`src/rtl/mem_arbiter.sv`:
```
// Two-port (instruction fetch / data) arbiter in front of a single-port memory.
// Round-robin between ports, registered memory interface, fetch kill support.
module mem_arbiter #(
  parameter int ADDR_W = 32,
  parameter int DATA_W = 32
) (
  input  logic                clk,
  input  logic                rst,
  input  logic                if_req,
  input  logic [ADDR_W-1:0]   if_addr,
  input  logic                if_kill,
  output logic                if_valid,
  output logic [DATA_W-1:0]   if_rdata,
  input  logic                dc_req,
  input  logic                dc_we,
  input  logic [ADDR_W-1:0]   dc_addr,
  input  logic [DATA_W-1:0]   dc_wdata,
  input  logic [DATA_W/8-1:0] dc_be,
  output logic                dc_valid,
  output logic [DATA_W-1:0]   dc_rdata,
  output logic                mem_req,
  output logic                mem_we,
  output logic [ADDR_W-1:0]   mem_addr,
  output logic [DATA_W-1:0]   mem_wdata,
  output logic [DATA_W/8-1:0] mem_be,
  input  logic                mem_ack,
  input  logic [DATA_W-1:0]   mem_rdata
);

  localparam int BE_W = DATA_W / 8;

  typedef enum logic [1:0] {
    IDLE,
    IF_BUSY,
    DC_BUSY
  } state_e;

  state_e              state_q, state_d;
  logic                kill_q, kill_d;
  logic                last_if_q, last_if_d;
  logic                mem_req_q, mem_req_d;
  logic                mem_we_q, mem_we_d;
  logic [ADDR_W-1:0]   mem_addr_q, mem_addr_d;
  logic [DATA_W-1:0]   mem_wdata_q, mem_wdata_d;
  logic [BE_W-1:0]     mem_be_q, mem_be_d;
  logic                if_valid_q, if_valid_d;
  logic [DATA_W-1:0]   if_rdata_q, if_rdata_d;
  logic                dc_valid_q, dc_valid_d;
  logic [DATA_W-1:0]   dc_rdata_q, dc_rdata_d;
  logic                if_elig;
  logic                grant_dc;

  assign if_elig  = if_req & ~if_kill;
  // Data wins when fetch is not eligible, or when fetch was granted last.
  assign grant_dc = dc_req & (~if_elig | last_if_q);

  always_comb begin
    state_d     = state_q;
    kill_d      = kill_q;
    last_if_d   = last_if_q;
    mem_req_d   = mem_req_q;
    mem_we_d    = mem_we_q;
    mem_addr_d  = mem_addr_q;
    mem_wdata_d = mem_wdata_q;
    mem_be_d    = mem_be_q;
    if_valid_d  = 1'b0;
    if_rdata_d  = if_rdata_q;
    dc_valid_d  = 1'b0;
    dc_rdata_d  = dc_rdata_q;

    case (state_q)
      IDLE: begin
        if (grant_dc) begin
          state_d     = DC_BUSY;
          mem_req_d   = 1'b1;
          mem_we_d    = dc_we;
          mem_addr_d  = dc_addr;
          mem_wdata_d = dc_wdata;
          mem_be_d    = dc_we ? dc_be : '1;
        end else if (if_elig) begin
          state_d     = IF_BUSY;
          mem_req_d   = 1'b1;
          mem_we_d    = 1'b0;
          mem_addr_d  = if_addr;
          mem_wdata_d = '0;
          mem_be_d    = '1;
        end
      end
      IF_BUSY: begin
        if (if_kill) kill_d = 1'b1;
        if (mem_ack) begin
          state_d   = IDLE;
          mem_req_d = 1'b0;
          mem_we_d  = 1'b0;
          last_if_d = 1'b1;
          kill_d    = 1'b0;
          // A kill in the completing cycle itself also suppresses delivery.
          if (!kill_q && !if_kill) begin
            if_valid_d = 1'b1;
            if_rdata_d = mem_rdata;
          end
        end
      end
      DC_BUSY: begin
        if (mem_ack) begin
          state_d    = IDLE;
          mem_req_d  = 1'b0;
          mem_we_d   = 1'b0;
          last_if_d  = 1'b0;
          dc_valid_d = 1'b1;
          dc_rdata_d = mem_we_q ? '0 : mem_rdata;
        end
      end
      default: state_d = IDLE;
    endcase
  end

  always_ff @(posedge clk or negedge rst) begin
    if (!rst) begin
      state_q     <= IDLE;
      kill_q      <= 1'b0;
      last_if_q   <= 1'b1;
      mem_req_q   <= 1'b0;
      mem_we_q    <= 1'b0;
      mem_addr_q  <= '0;
      mem_wdata_q <= '0;
      mem_be_q    <= '0;
      if_valid_q  <= 1'b0;
      if_rdata_q  <= '0;
      dc_valid_q  <= 1'b0;
      dc_rdata_q  <= '0;
    end else begin
      state_q     <= state_d;
      kill_q      <= kill_d;
      last_if_q   <= last_if_d;
      mem_req_q   <= mem_req_d;
      mem_we_q    <= mem_we_d;
      mem_addr_q  <= mem_addr_d;
      mem_wdata_q <= mem_wdata_d;
      mem_be_q    <= mem_be_d;
      if_valid_q  <= if_valid_d;
      if_rdata_q  <= if_rdata_d;
      dc_valid_q  <= dc_valid_d;
      dc_rdata_q  <= dc_rdata_d;
    end
  end

  assign if_valid  = if_valid_q;
  assign if_rdata  = if_rdata_q;
  assign dc_valid  = dc_valid_q;
  assign dc_rdata  = dc_rdata_q;
  assign mem_req   = mem_req_q;
  assign mem_we    = mem_we_q;
  assign mem_addr  = mem_addr_q;
  assign mem_wdata = mem_wdata_q;
  assign mem_be    = mem_be_q;

endmodule

```
`config.mk`:
```
export PLATFORM = sky130hd
export DESIGN_NAME = mem_arbiter
export DESIGN_NICKNAME = d
export VERILOG_FILES = /design/src/rtl/mem_arbiter.sv
export SDC_FILE = /design/constraint.sdc
export NUM_CORES = 1
export LEC_CHECK = 0
export CORE_UTILIZATION = 25
export DETAILED_ROUTE_END_ITERATION = 16
export GPL_ROUTABILITY_DRIVEN = 0
export PLACE_DENSITY_LB_ADDON = 0.1
export SYNTH_ARGS = -nofsm -noshare
export SYNTH_HDL_FRONTEND = slang
export SYNTH_SLANG_ARGS = --single-unit
```
`constraint.sdc`:
```
create_clock -name clk -period 1.7 [get_ports clk]
set_input_delay 0.17 -clock clk [delete_from_list [all_inputs] [get_ports clk]]
set_output_delay 0.17 -clock clk [all_outputs]
set_load 0.01 [all_outputs]
```
# Word-level counts from Yosys, hierarchy flattened
# Cells that the tools add are included.
[classes]
n_eq_ne = 6
mux = 28
bitwise = 5
n_reduce_logical = 16
[ops]
columns = ["op", "count"]
rows = [
  ["$mux 32", 5],
  ["$mux 1", 13],
  ["$mux 4", 3],
  ["$reduce_and 3->1", 3],
  ["$reduce_and 2->1", 4],
  ["$reduce_bool 2->1", 4],
  ["$mux 2", 3],
  ["$pmux 1 s2", 3],
  ["$ne 2x2->1 const B", 2],
  ["$pmux 2 s2", 1],
  ["$ne 3x3->1 const B", 1],
  ["$and 1x1->1", 2],
  ["$eq 2x1->1 const B", 1],
  ["$eq 2x2->1 const B", 1],
  ["$logic_not 1->1", 2],
  ["$logic_not 2->1", 1],
  ["$ne 2x1->1 const B", 1],
  ["$not 1->1", 2],
  ["$reduce_or 2->1", 1],
  ["$logic_and 1x1->1", 1],
  ["$or 1x1->1", 1],
]
[totals]
ff_bits = 140
input_bits = 139
wordCells = 67

# Depth between registers and ports, before layout
[logic_depth]
depth_word = 7
ltp_mapped = 8

# Worst setup path before layout
# No wires, ideal clock.
[synth_timing]
path_kind = "reg-to-reg"
start = "register state_q[1]"
end = "register if_rdata_q[12], in the netlist if_rdata[12]"
setup_ns = 0.125
t_arrival_ns = 1.461
required_time_ns = 1.575
path_slack_ns = 0.114
path_stages_with_launch = 7
n_path_buf = 1
synth_period_minus_slack_ns = 1.586
cell_sequence = "dfrtp_1 > inv_1 > ha_1 > nand2_1 > nor3_4 > buf_4 > mux2_2"
[synth_between]
elab_chain_cells = 2
[synth_rtl]
columns = ["element", "line_no", "source"]
rows = [
  ["start: declaration", "38", "state_e state_q, state_d;"],
  ["start signal: assignment", "133", "state_q <= state_d;"],
  ["$eq 2x1->1", "71", "case (state_q)"],
  ["$reduce_and 3->1 (no line)", "n/a", ""],
  ["end signal: assignment", "142", "if_rdata_q <= if_rdata_d;"],
  ["end: declaration", "47", "logic [DATA_W-1:0] if_rdata_q, if_rdata_d;"],
]
# No other way between the ends.
# A chain may end at the register's enable or synchronous reset.

# Worst setup path in the final report
[layout_timing]
start = "register state_q[1]"
end = "register if_rdata_q[10], in the netlist if_rdata[10]"
# The elaborated chain is that of the path after synthesis.

==> results.md <==
- Status: complete, no violations
- Post-Route WL: between 20000 and 25000 µm
- Vias in the first global route: ~5.5k
- Post-Syn Area per Cell: about 12 µm²
- Worst Setup End Kind: flip-flop
- Layout Nets: about 950
- Worst Skew: 11.05 ps
- Detailed-route via count: around 5.2k
- Count of different cell masters after synthesis: 34
- Place WS: -91.07 ps
- Initial core utilization: 25.35%
- Worst-Skew Late Latency: 420 ps
- RSZ-0062 raised after global routing: true
- Slew Limit Headroom: 66.00%
- Core Rows: 57
- CP required: around 2000 ps
- Area of the multi-input gates: roughly 2400 µm²
- Largest driver fanout on the critical path: 8
- Filler Cells Inserted: around 2.3k
- Antenna cells: 0
- 1st-iter DRT viols: roughly 270
- Post-synth EDFFs: 0
- Average wire per standard cell: 17.69 µm
- DRC violations left: 0
- Setup TNS Final: 0 ps
- Synth Warn #: 0
- Area growth syn-to-layout: 66.51%
- Hold/Removal Path Class: input pin to async pin
- Setup WS post-layout: roughly 30 ps
- Max-Cap Viols: 0
- Mapped Area: slightly above 6000 µm²
- Share of layout cells above drive strength 1: a little under a fifth
- Synth Register Bits: 140
- Initial antenna violation count: 0
- Leak: 0.004268 µW
- Seq/Total Area, Yosys: between 50% and 60%
- Post-route cell area: ~10000 µm²
- Final Hold Viols: 0
- Commonest non-fill, non-tap cells in the layout: 272 x clkdlybuf4s50_1, 139 x dfrtp_1, 66 x nand2_1
- Final Power: ~18000 µW
- Io pins: 275
- Tmin final: between 1500 and 2000 ps
- CP Class: flip-flop to flip-flop
- Overall global routing resource usage: between 10% and 20%
- Port Buffers: between 200 and 300
- Critical path launch point type: flip-flop
- Synth Flop Type: dfrtp_1
- TritonCTS Buffers: 17
- Clock Tree Buf Depth: 2
- Final worst-path cycle share: between 90 and 100%
- Most common cell after layout, fill and taps aside: clkdlybuf4s50_1
- ANT nets after route: 0
- Die Area: approximately 25000 µm²
- Die Ht: 158.8 µm
- Die Wd: 158.8 µm
- Reg clk slew, reported paths: 60 ps
- CORE AREA: about 24000 µm²
- Ys async rst share: 100.0%
- H-tree depth: 4
- Root Driver: clkbuf_16
- Vias per std cell: between 4 and 5
- Clock tree sinks: 140
- PwrDens: around 1700 nW/µm²
- Pin count of the biggest net entering global routing: 66
- Gate Count Post-Synth: between 500 and 600
- Area post-placement: ~9500 µm²
- Worst Max-Slew Pin Slew: roughly 510 ps
- Post-Syn Nets: around 660
- Fin. max-slew vios: 0
- CTS tree: done
- WP data arrival: just under 2000 ps
- Fmax achieved: ~600 MHz
- Gr ovfl total: 0
- DR pass1 iterations: 4
- Max IR drop VDD: 0.6503 mV
- DP Wirelength: about 14000 µm
- Final setup fails: 0
- Register area: ~3500 µm²
- First-pass GRT wire length: approximately 31000 µm
cells by family (layout without fill, tap and decap cells):
family                   Yosys count  count (layout)  synth area share, %
AO/OA/AOI/OAI                    172             172                22.17
adder cells (fa/ha/maj)            3               3               0.6108
AND/OR/NAND/NOR                  114             114                9.324
multiplexers                      36              36                6.596
flip-flops                       140             140                57.02
buffers and inverters             55             351                4.275
metrics by stage:
stage	hold slack, ps	utilization (%)	cells
2_1_floorplan	-125.6	-	520
3_3_place_gp	140.7	39.02	1100
3_5_place_dp	147.6	39.02	1100
4_1_cts	259.3	41.60	1133
5_1_grt	291.2	42.20	1140
6_report	255.8	42.20	1140
timing repair:
action | 4_1_cts | 5_1_grt
endpoints found under the hold margin | 43 | 0
setup buffers | 0 | 4
hold buffers | 1 | 0
endpoints found under the setup margin | 6 | 47
cloned | 0 | 3
gates resized for setup | 2 | 15
pin swaps | 0 | 1
critical path: stages, from the launching register on:
cell       delay (ps)
dfrtp_1           400
inv_2              90
ha_4              130
nand2_2            60
nor3_4            220
buf_6             150
clkbuf_16         170
mux2_2            330
worst paths after layout:
kind | startpoint | end | slack, ps | depth (start not counted)
max | state_q[1] | if_rdata[10] | 30 | 7
min | rst | dc_rdata[3] | 260 | 2
max reg2reg | state_q[1] | if_rdata[10] | 30 | 7
min reg2reg | dc_rdata[2] | dc_rdata[2] | 480 | 2
max in group asynchronous | rst | if_rdata[16] | 790 | 3
min in group clk | dc_req | state_q[1] | 290 | 4
metal layers:
layer	share of wire (%)	vias up	global-route usage (%)
met4	1.7	0	5.737
li1	-	2462	-
met1	44	2530	20.30
met5	0	-	0
met3	7.3	22	4.963
met2	47	194	25.18
power breakdown:
| part | total [µW] | internal [µW] | switching, µW | leakage (µW) |
|---|---|---|---|---|
| clock network | 3930 | 2350 | 1580 | 0.000300 |
| logic | 8070 | 4880 | 3190 | 0.00227 |
| registers | 5840 | 4910 | 929 | 0.00170 |
cells in the mapped netlist (all sizes together), types with 3 or more instances:
cell type,instances,area [µm²]
ha,3,37.54
o221a,32,360.4
a21oi,4,23.77
a2bb2oi,32,305.3
mux2,36,405.4
a22o,32,280.3
clkbuf,23,86.33
nand2b,35,219.0
inv,5,18.77
nand4b,4,35.03
o21ai,65,329.1
nand2,68,255.2
dfrtp,139,3478
buf,27,157.6
layout make-up:
cell class | instances | share of cell area (%)
Timing Repair Buffer | 314 | 31.75
Sequential cell | 140 | 34.25
Clock buffer | 18 | 4.194
Multi-Input combinational cell | 325 | 23.88
Inverter | 5 | 0.1834
Tap cell | 324 | 3.961
Clock inverter | 14 | 1.785
registers in the layout, summed over array words and instances (netlist names):
name	flops
if_valid	1
last_if_q	1
dc_valid	1
mem_be	4
dc_rdata	32
if_rdata	32
mem_addr	32
mem_wdata	32
state_q	2
mem_req	1
mem_we	1
kill_q	1
Note: power is estimated with default switching activity, not from simulation.
